<file path="config.mk">
export PLATFORM = sky130hd
export DESIGN_NAME = adc_spi_reader
export DESIGN_NICKNAME = d
export VERILOG_FILES = /design/src/rtl/adc_spi_reader_pkg.sv /design/src/rtl/adc_spi_reader.sv
export SDC_FILE = /design/constraint.sdc
export NUM_CORES = 1
export LEC_CHECK = 0
export ABC_AREA = 1
export ABC_CLOCK_PERIOD_IN_PS = 4300
export CAP_MARGIN = 20
export CORE_MARGIN = 5
export CORE_UTILIZATION = 50
export CTS_BUF_LIST = sky130_fd_sc_hd__clkbuf_8
export DETAILED_ROUTE_END_ITERATION = 8
export PLACE_DENSITY = 0.72
export SYNTH_ARGS = -nofsm -noshare
export SYNTH_HDL_FRONTEND = slang
export SYNTH_SLANG_ARGS = --single-unit
export TNS_END_PERCENT = 20
</file>
<file path="constraint.sdc">
create_clock -name clk -period 4.3 [get_ports clk]
set_clock_uncertainty 0.05 [all_clocks]
set_input_delay 0.86 -clock clk [delete_from_list [all_inputs] [get_ports clk]]
set_output_delay 0.86 -clock clk [all_outputs]
set_load 0.01 [all_outputs]
</file>
<file path="src/rtl/adc_spi_reader_pkg.sv">
// Shared ADC frame definitions: frame width and channel packing (channel A in the high half).
// The DAC writer uses the same packing.
package adc_spi_reader_pkg;

  localparam int ADC_FRAME_BITS = 32;
  localparam int ADC_CH_BITS    = ADC_FRAME_BITS / 2;

  typedef struct packed {
    logic [ADC_CH_BITS-1:0] ch_a;
    logic [ADC_CH_BITS-1:0] ch_b;
  } adc_sample_t;

  function automatic adc_sample_t adc_pack(input logic [ADC_CH_BITS-1:0] a,
                                           input logic [ADC_CH_BITS-1:0] b);
    adc_sample_t s;
    s.ch_a = a;
    s.ch_b = b;
    return s;
  endfunction

endpackage

</file>
<file path="src/rtl/adc_spi_reader.sv">
// Periodic SPI read master for a dual-channel simultaneous-sampling ADC.
// Fires CNV every SAMPLE_PERIOD cycles, reads 32 bits, and presents them as one valid/ready word.
module adc_spi_reader
  import adc_spi_reader_pkg::*;
#(
  parameter int CONV_CYCLES   = 30,
  parameter int SAMPLE_PERIOD = 200
) (
  input  logic                      clk,
  input  logic                      rstn,
  input  logic                      enable,
  output logic [ADC_FRAME_BITS-1:0] data,
  output logic                      valid,
  input  logic                      ready,
  output logic                      overflow,
  output logic                      cnv,
  output logic                      cs,
  output logic                      sclk,
  input  logic                      sdo
);

  localparam int READ_LAST_I = 2 * ADC_FRAME_BITS - 1;
  localparam int CNT_W       = ($clog2(CONV_CYCLES) > $clog2(2 * ADC_FRAME_BITS)) ?
                               $clog2(CONV_CYCLES) : $clog2(2 * ADC_FRAME_BITS);
  localparam int PER_W       = $clog2(SAMPLE_PERIOD);

  localparam logic [CNT_W-1:0] CONV_LAST = CNT_W'(CONV_CYCLES - 1);
  localparam logic [CNT_W-1:0] READ_LAST = CNT_W'(READ_LAST_I);
  localparam logic [PER_W-1:0] PER_LAST  = PER_W'(SAMPLE_PERIOD - 1);

  if (CONV_CYCLES < 1) begin : g_bad_conv
    $error("adc_spi_reader: CONV_CYCLES must be at least 1");
  end
  if (SAMPLE_PERIOD < CONV_CYCLES + 66) begin : g_bad_period
    $error("adc_spi_reader: SAMPLE_PERIOD must be at least CONV_CYCLES + 66");
  end

  typedef enum logic [1:0] {
    IDLE,
    CONVERT,
    READ,
    DONE
  } state_t;

  state_t                    state_q, state_d;
  logic [CNT_W-1:0]          cnt_q, cnt_d;
  logic [PER_W-1:0]          per_q, per_d;
  logic [ADC_FRAME_BITS-1:0] shift_q, shift_d;
  logic [ADC_FRAME_BITS-1:0] data_q, data_d;
  logic                      valid_q, valid_d;
  logic                      overflow_q, overflow_d;
  logic                      cnv_q, cnv_d;
  logic                      cs_q, cs_d;
  logic                      sclk_q, sclk_d;
  logic                      tick;

  always_comb begin
    per_d      = per_q;
    tick       = enable && (per_q == '0);
    state_d    = state_q;
    cnt_d      = cnt_q;
    cnv_d      = cnv_q;
    cs_d       = cs_q;
    sclk_d     = sclk_q;
    shift_d    = shift_q;
    data_d     = data_q;
    overflow_d = 1'b0;
    valid_d    = valid_q && !ready;

    if (!enable || per_q == PER_LAST) begin
      per_d = '0;
    end else begin
      per_d = per_q + PER_W'(1);
    end

    case (state_q)
      IDLE: begin
        if (tick) begin
          state_d = CONVERT;
          cnv_d   = 1'b1;
          cnt_d   = '0;
        end
      end
      CONVERT: begin
        if (cnt_q == CONV_LAST) begin
          cnv_d   = 1'b0;
          cs_d    = 1'b0;
          cnt_d   = '0;
          state_d = READ;
        end else begin
          cnt_d = cnt_q + CNT_W'(1);
        end
      end
      READ: begin
        // Odd counts are the edges where sclk registers high: the ADC's rising edge.
        sclk_d = cnt_q[0];
        if (cnt_q[0]) begin
          shift_d = {shift_q[ADC_FRAME_BITS-2:0], sdo};
        end
        if (cnt_q == READ_LAST) begin
          state_d = DONE;
        end else begin
          cnt_d = cnt_q + CNT_W'(1);
        end
      end
      DONE: begin
        cs_d    = 1'b1;
        sclk_d  = 1'b0;
        state_d = IDLE;
        // A word being accepted this cycle frees the slot for the new sample.
        if (!valid_q || ready) begin
          data_d  = shift_q;
          valid_d = 1'b1;
        end else begin
          overflow_d = 1'b1;
        end
      end
      default: state_d = IDLE;
    endcase
  end

  always_ff @(posedge clk) begin
    if (!rstn) begin
      state_q    <= IDLE;
      cnt_q      <= '0;
      per_q      <= '0;
      shift_q    <= '0;
      data_q     <= '0;
      valid_q    <= 1'b0;
      overflow_q <= 1'b0;
      cnv_q      <= 1'b0;
      cs_q       <= 1'b1;
      sclk_q     <= 1'b0;
    end else begin
      state_q    <= state_d;
      cnt_q      <= cnt_d;
      per_q      <= per_d;
      shift_q    <= shift_d;
      data_q     <= data_d;
      valid_q    <= valid_d;
      overflow_q <= overflow_d;
      cnv_q      <= cnv_d;
      cs_q       <= cs_d;
      sclk_q     <= sclk_d;
    end
  end

  assign data     = data_q;
  assign valid    = valid_q;
  assign overflow = overflow_q;
  assign cnv      = cnv_q;
  assign cs       = cs_q;
  assign sclk     = sclk_q;

endmodule
</file>
=== Word level (Yosys, flattened, before mapping) ===
Index checks and enable logic that the tools add are counted.
W data, S select, Z words.

* Bits in registers: 85
* Input port bits: 5
* Output and inout port bits: 37
* Word-level logic and storage cells: 60

* Add/subtract/negate cells: 2
* Equality and inequality tests: 10
* Mux-type cells: 16
* Bitwise logic cells: 1
* Reductions and logical operators: 21

{| class="wikitable"
|+ Operators by type and width
! operator !! count
|-
| $mux W6 || 3
|-
| $pmux W6 S3 || 1
|-
| $reduce_and A3 Y1 || 3
|-
| $add A8 B1 Y8 const B || 1
|-
| $eq A8 B8 Y1 const B || 1
|-
| $logic_not A8 Y1 || 1
|-
| $ne A2 B2 Y1 const B || 4
|-
| $pmux W2 S4 || 1
|-
| $reduce_and A2 Y1 || 4
|-
| $add A6 B1 Y6 const B || 1
|-
| $eq A6 B5 Y1 const B || 1
|-
| $eq A6 B6 Y1 const B || 1
|-
| $mux W2 || 3
|-
| $pmux W1 S2 || 3
|-
| $reduce_bool A2 Y1 || 3
|-
| $mux W1 || 5
|-
| $eq A2 B2 Y1 const B || 2
|-
| $logic_not A1 Y1 || 3
|-
| $reduce_bool A3 Y1 || 1
|-
| $eq A2 B1 Y1 const B || 1
|-
| $logic_and A1 B1 Y1 || 2
|-
| $logic_not A2 Y1 || 1
|-
| $logic_or A1 B1 Y1 || 2
|-
| $reduce_or A2 Y1 || 1
|-
| $not A1 Y1 || 1
|}

=== Depth between registers and ports, before layout ===
* Depth after elaboration: 4
* Depth in mapped cells: 13
* Depth with buffers taken out: 12

=== Worst setup path before layout ===
Ideal clock, no wire load.

* Path type: input-to-reg
* Start point: input port enable
* End point: register cnt_q[3]
* Setup time: 0.111 ns
* Data arrival time: 1.560 ns
* Required time: 4.139 ns
* Setup slack: 2.579 ns
* Cell stages on the path: 10
* Buffers on the path: 1
* Path through: nand2_1 > inv_1 > nand2_1 > nor2_4 > nor2_4 > nor2_4 > buf_6 > nand3_1 > nand2_1 > nor2_2

* Word-level cells in the longest chain between the ends: 3

{| class="wikitable"
|+ Ends and longest elaborated chain
! what !! line !! RTL
|-
| from (decl) || adc_spi_reader.sv:11 || <nowiki>input logic enable,</nowiki>
|-
| $logic_and A1 B1 Y1 || adc_spi_reader.sv:59 || <nowiki>tick = enable && (per_q == '0);</nowiki>
|-
| $ne A2 B2 Y1 (no line) || -- ||
|-
| $reduce_and A3 Y1 (no line) || -- ||
|-
| to (signal assigned) || adc_spi_reader.sv:136 || <nowiki>cnt_q <= cnt_d;</nowiki>
|-
| to (decl) || adc_spi_reader.sv:46 || <nowiki>logic [CNT_W-1:0] cnt_q, cnt_d;</nowiki>
|}

Every way passes these cells.
A chain may end at the register's enable or synchronous reset.

=== Worst setup path after layout ===
* Start point: register state_q[0]
* End point: register sclk_q (netlist: sclk)

* Word-level cells in the longest chain between the ends: 2
* Elaborated cells between the ends (all ways): 4
* Those cells by class: eq/ne: 2; mux: 1; reduce/logical: 1

{| class="wikitable"
|+ Ends and longest elaborated chain
! what !! line !! RTL
|-
| from (decl) || adc_spi_reader.sv:45 || <nowiki>state_t state_q, state_d;</nowiki>
|-
| from (signal assigned) || adc_spi_reader.sv:135 || <nowiki>state_q <= state_d;</nowiki>
|-
| $eq A2 B2 Y1 || adc_spi_reader.sv:76 || <nowiki>case (state_q)</nowiki>
|-
| $pmux W1 S2 / $reduce_bool A2 Y1 (equally long branches) || -- ||
|-
| to (signal assigned) || adc_spi_reader.sv:144 || <nowiki>sclk_q <= sclk_d;</nowiki>
|-
| to (decl) || adc_spi_reader.sv:54 || <nowiki>logic sclk_q, sclk_d;</nowiki>
|}

Parallel ways exist; a longest one is shown, timed or not.

==> out/results.md <==
## STA
- 1640 ps — PnR worst setup slack
- false — RSZ-0062 raised after global routing
- 0 ps — Final TNS setup
- 2660 ps — final critical-path required period
- 0.618 — final cycle utilization of the critical path
- 426 ps — hold slack
- 0.376 GHz — timing-limited maximum frequency
- 0.336 — Relative slew margins
- 0 — max-slew violations
- 0 — Final setup violation count
- 995 ps — Tightest Pin Transition
- 0 — hold violation count in the final report

## Clocking
- 9 — TritonCTS Buffers
- 0 — cells resized by post-CTS repair
- 3 — number of H-tree branching levels
- 80 ps — Clk pin slew, worst setup/hold paths
- built — CTS tree
- 0 — Post-CTS Hold Buffers
- sky130_fd_sc_hd__clkbuf_8 — clock root buffer
- 2 — buffer depth of the longest clock path
- 350 ps — later-pin clock latency in the skew report
- 85 — Sinks on Clock Net
- 0 — number of setup buffers added after CTS

## Critical path
- 2840 ps — Arrival @ worst endpoint
- 4480 ps — data required time of the critical path
- inv_1 -> ha_1 -> nand2_1 -> inv_1 -> a21oi_1 -> nor3_1 — sequence of cells on the critical path
- register to register — Crit Path Class
- sky130_fd_sc_hd__inv_1 — critical-path cell with the highest stage delay
- register — Worst Setup Start Kind
- 710 ps — longest individual stage delay on the worst path
- 33 — Max Fanout on Critical Path
- 1640 ps — flop-to-flop setup slack
- register — sort of element at the end of the critical path
- sky130_fd_sc_hd__inv_1 — CP dominant cell by count

## Yosys
- 0.505 — proportion of synthesized chip area in sequential cells
- 0 — Yosys warnings
- 466 — post-synth net total
- 85 — number of storage elements in the synthesis netlist
- sky130_fd_sc_hd__dfxtp_1 51%, sky130_fd_sc_hd__nor2_1 16%, sky130_fd_sc_hd__o21ai_0 10% — largest cells by area after synthesis
- 0.505 — area share of the largest cell type after synthesis
- 452 — number of standard cells after synthesis
- 3370 um2 — Post-Synthesis Cell Area
- 7.45 um2 — Syn Area/Cell
- sky130_fd_sc_hd__dfxtp_1 — most area-hungry cell type in the Yosys netlist
- 23 — Netlist cell types

## Floorplan
- 42 — Ports
- 6680 um2 — core box area
- 30 — number of placement rows
- 0.504 — Initial Utilization
- 92.1 um — die extent in y
- 8480 um2 — area of the die
- 92.1 um — die span in x

## Placement
- 41 — total of buffers placed on input and output ports
- 1430 ps — Place WS
- 0.925 — weighted congestion at the end of routability-driven global placement
- 4.36 mm — HPWL after detailed placement

## Power
- 0.308 — proportion of total power due to net switching
- 1.55 nW — reported leakage power
- 0.244 — share of total power in combinational logic
- 0.00130 W — Internal Power
- 0.000579 W — total net switching power
- 0.479 — Sequential Power Share
- 0.277 — clock share of power
- 473 nW/um2 — pwr/cell area
- 0.212 mV — worst-case vdd ir drop

## Routing
- 0 — Detail Route Antenna Nets
- 152 — initial DRC count
- 11.7 um — wire length per cell
- 4 — count of TritonRoute iterations in the first routing pass
- 6.64 mm — WL final
- 2792 — via count
- 4.92 — drt via density
- 0 — DRC errors left

## Final layout
- 17.9% — post-synthesis to final-layout area growth
- 0 — n_diodes
- 498 — Nets
- 0.594 — post-layout util
- 0.0574 — layout cells sized above 1

## Global routing
- 0 — initial antenna violation count
- 2548 — via count of the first global-routing pass
- 11.4 mm — first-pass GRT wire length
- 0 — total overflow reported by the global router
- 0.167 — global-route usage over all layers
- 74 — maximum number of pins on one net before global-route repair

## Min path
- register to register — classification of the worst-slack hold path

## Outcome
- completed — outcome

## Flow run
- 0 — count of maximum capacitance violations

cells in the mapped netlist, drive strengths merged:
library cell and n:
buf 8, a21oi 8, ha 9, nand4 1, nor2 154, clkbuf 13
nand3b 1, a21boi 1, xor2 3, xnor2 1, o21ai 70, nand3 12
nand2 42, inv 37, nor3 6, a31oi 1, dfxtp 85
final timing paths:
kind | start | to | depth (start not counted)
max reg2reg | state_q[0]$_SDFFE_PN0P_ | sclk$_SDFFE_PN0P_ | 6
min | per_q[0]$_SDFF_PP0_ | per_q[0]$_SDFF_PP0_ | 1
min reg2reg | per_q[0]$_SDFF_PP0_ | per_q[0]$_SDFF_PP0_ | 1
max | state_q[0]$_SDFFE_PN0P_ | sclk$_SDFFE_PN0P_ | 6
power groups by stage:
stage / registers, W / clock network, W / logic (W)
finish: 0.000900 / 0.000521 / 0.000459
global route: 0.000910 / 0.000575 / 0.000517
CTS: 0.000901 / 0.000535 / 0.000465
detailed placement: 0.000920 / 0 / 0.000453
global placement: 0.000917 / 0 / 0.000441
floorplan: 0.000932 / 0 / 0.000289
cells in the final DEF, fill, tap and decap left out, types with 6 or more instances in the layout:
cell                                n
sky130_fd_sc_hd__dfxtp_1           85
sky130_fd_sc_hd__nor3_1             6
sky130_fd_sc_hd__nand3_1           12
sky130_fd_sc_hd__nand2_1           39
sky130_fd_sc_hd__ha_1               9
sky130_fd_sc_hd__a21oi_1            8
sky130_fd_sc_hd__inv_1             36
sky130_fd_sc_hd__o21ai_0           69
sky130_fd_sc_hd__clkdlybuf4s50_1   40
sky130_fd_sc_hd__nor2_1           148
sky130_fd_sc_hd__clkbuf_8          12
flip-flops by register name, summed over array words and instances (netlist names):
| signal | cells |
|---|---|
| cs | 1 |
| sclk | 1 |
| valid | 1 |
| data | 32 |
| state_q | 2 |
| per_q | 8 |
| cnt_q | 6 |
| cnv | 1 |
| overflow | 1 |
| shift_q | 32 |
per-layer routing:
layer  global-route usage  up-vias  part of all wire
li1                     -     1475                 -
met1                0.205     1267              0.47
met2                0.273       39              0.47
met3               0.0435       11             0.035
met4               0.0780        0             0.019
met5                    0        -                 0
kinds of logic (layout without fill, tap and decap cells):
kind of cell	count (synthesis)	count (layout)	share of synthesized area
xor+xnor	4	4	0.0104
flops	85	85	0.505
compound gates	80	80	0.121
buf+inv	58	94	0.0695
fa+ha+maj	9	9	0.0334
simple gates	216	216	0.260
layout make-up:
cell class	instances	area [um2]
sequential	85	1700
tap	80	100
multi-input combinational	309	1430
timing repair buffer	42	413
fill	631	2710
inverter	37	139
clock buffer	12	165
clock inverter	3	20.0
per-stage QoR:
step / std cells / total power [W] / instance area, um2
after CTS: 568 / 0.00190 / 3970
after global routing: 568 / 0.00200 / 3970
after global placement: 553 / 0.00136 / 3790
after detailed placement: 553 / 0.00137 / 3790
after floorplan: 452 / 0.00122 / 3370
final: 568 / 0.00188 / 3970
critical path: cells and delay by family, from the launching register on:
| family | cells | cell delay [ps] |
|---|---|---|
| buffers and inverters | 2 | 810 |
| AND/OR/NAND/NOR | 2 | 740 |
| flip-flops | 1 | 380 |
| AO/OA/AOI/OAI | 1 | 300 |
| adder cells (fa/ha/maj) | 1 | 250 |
Power figures use the tool's default switching activity.
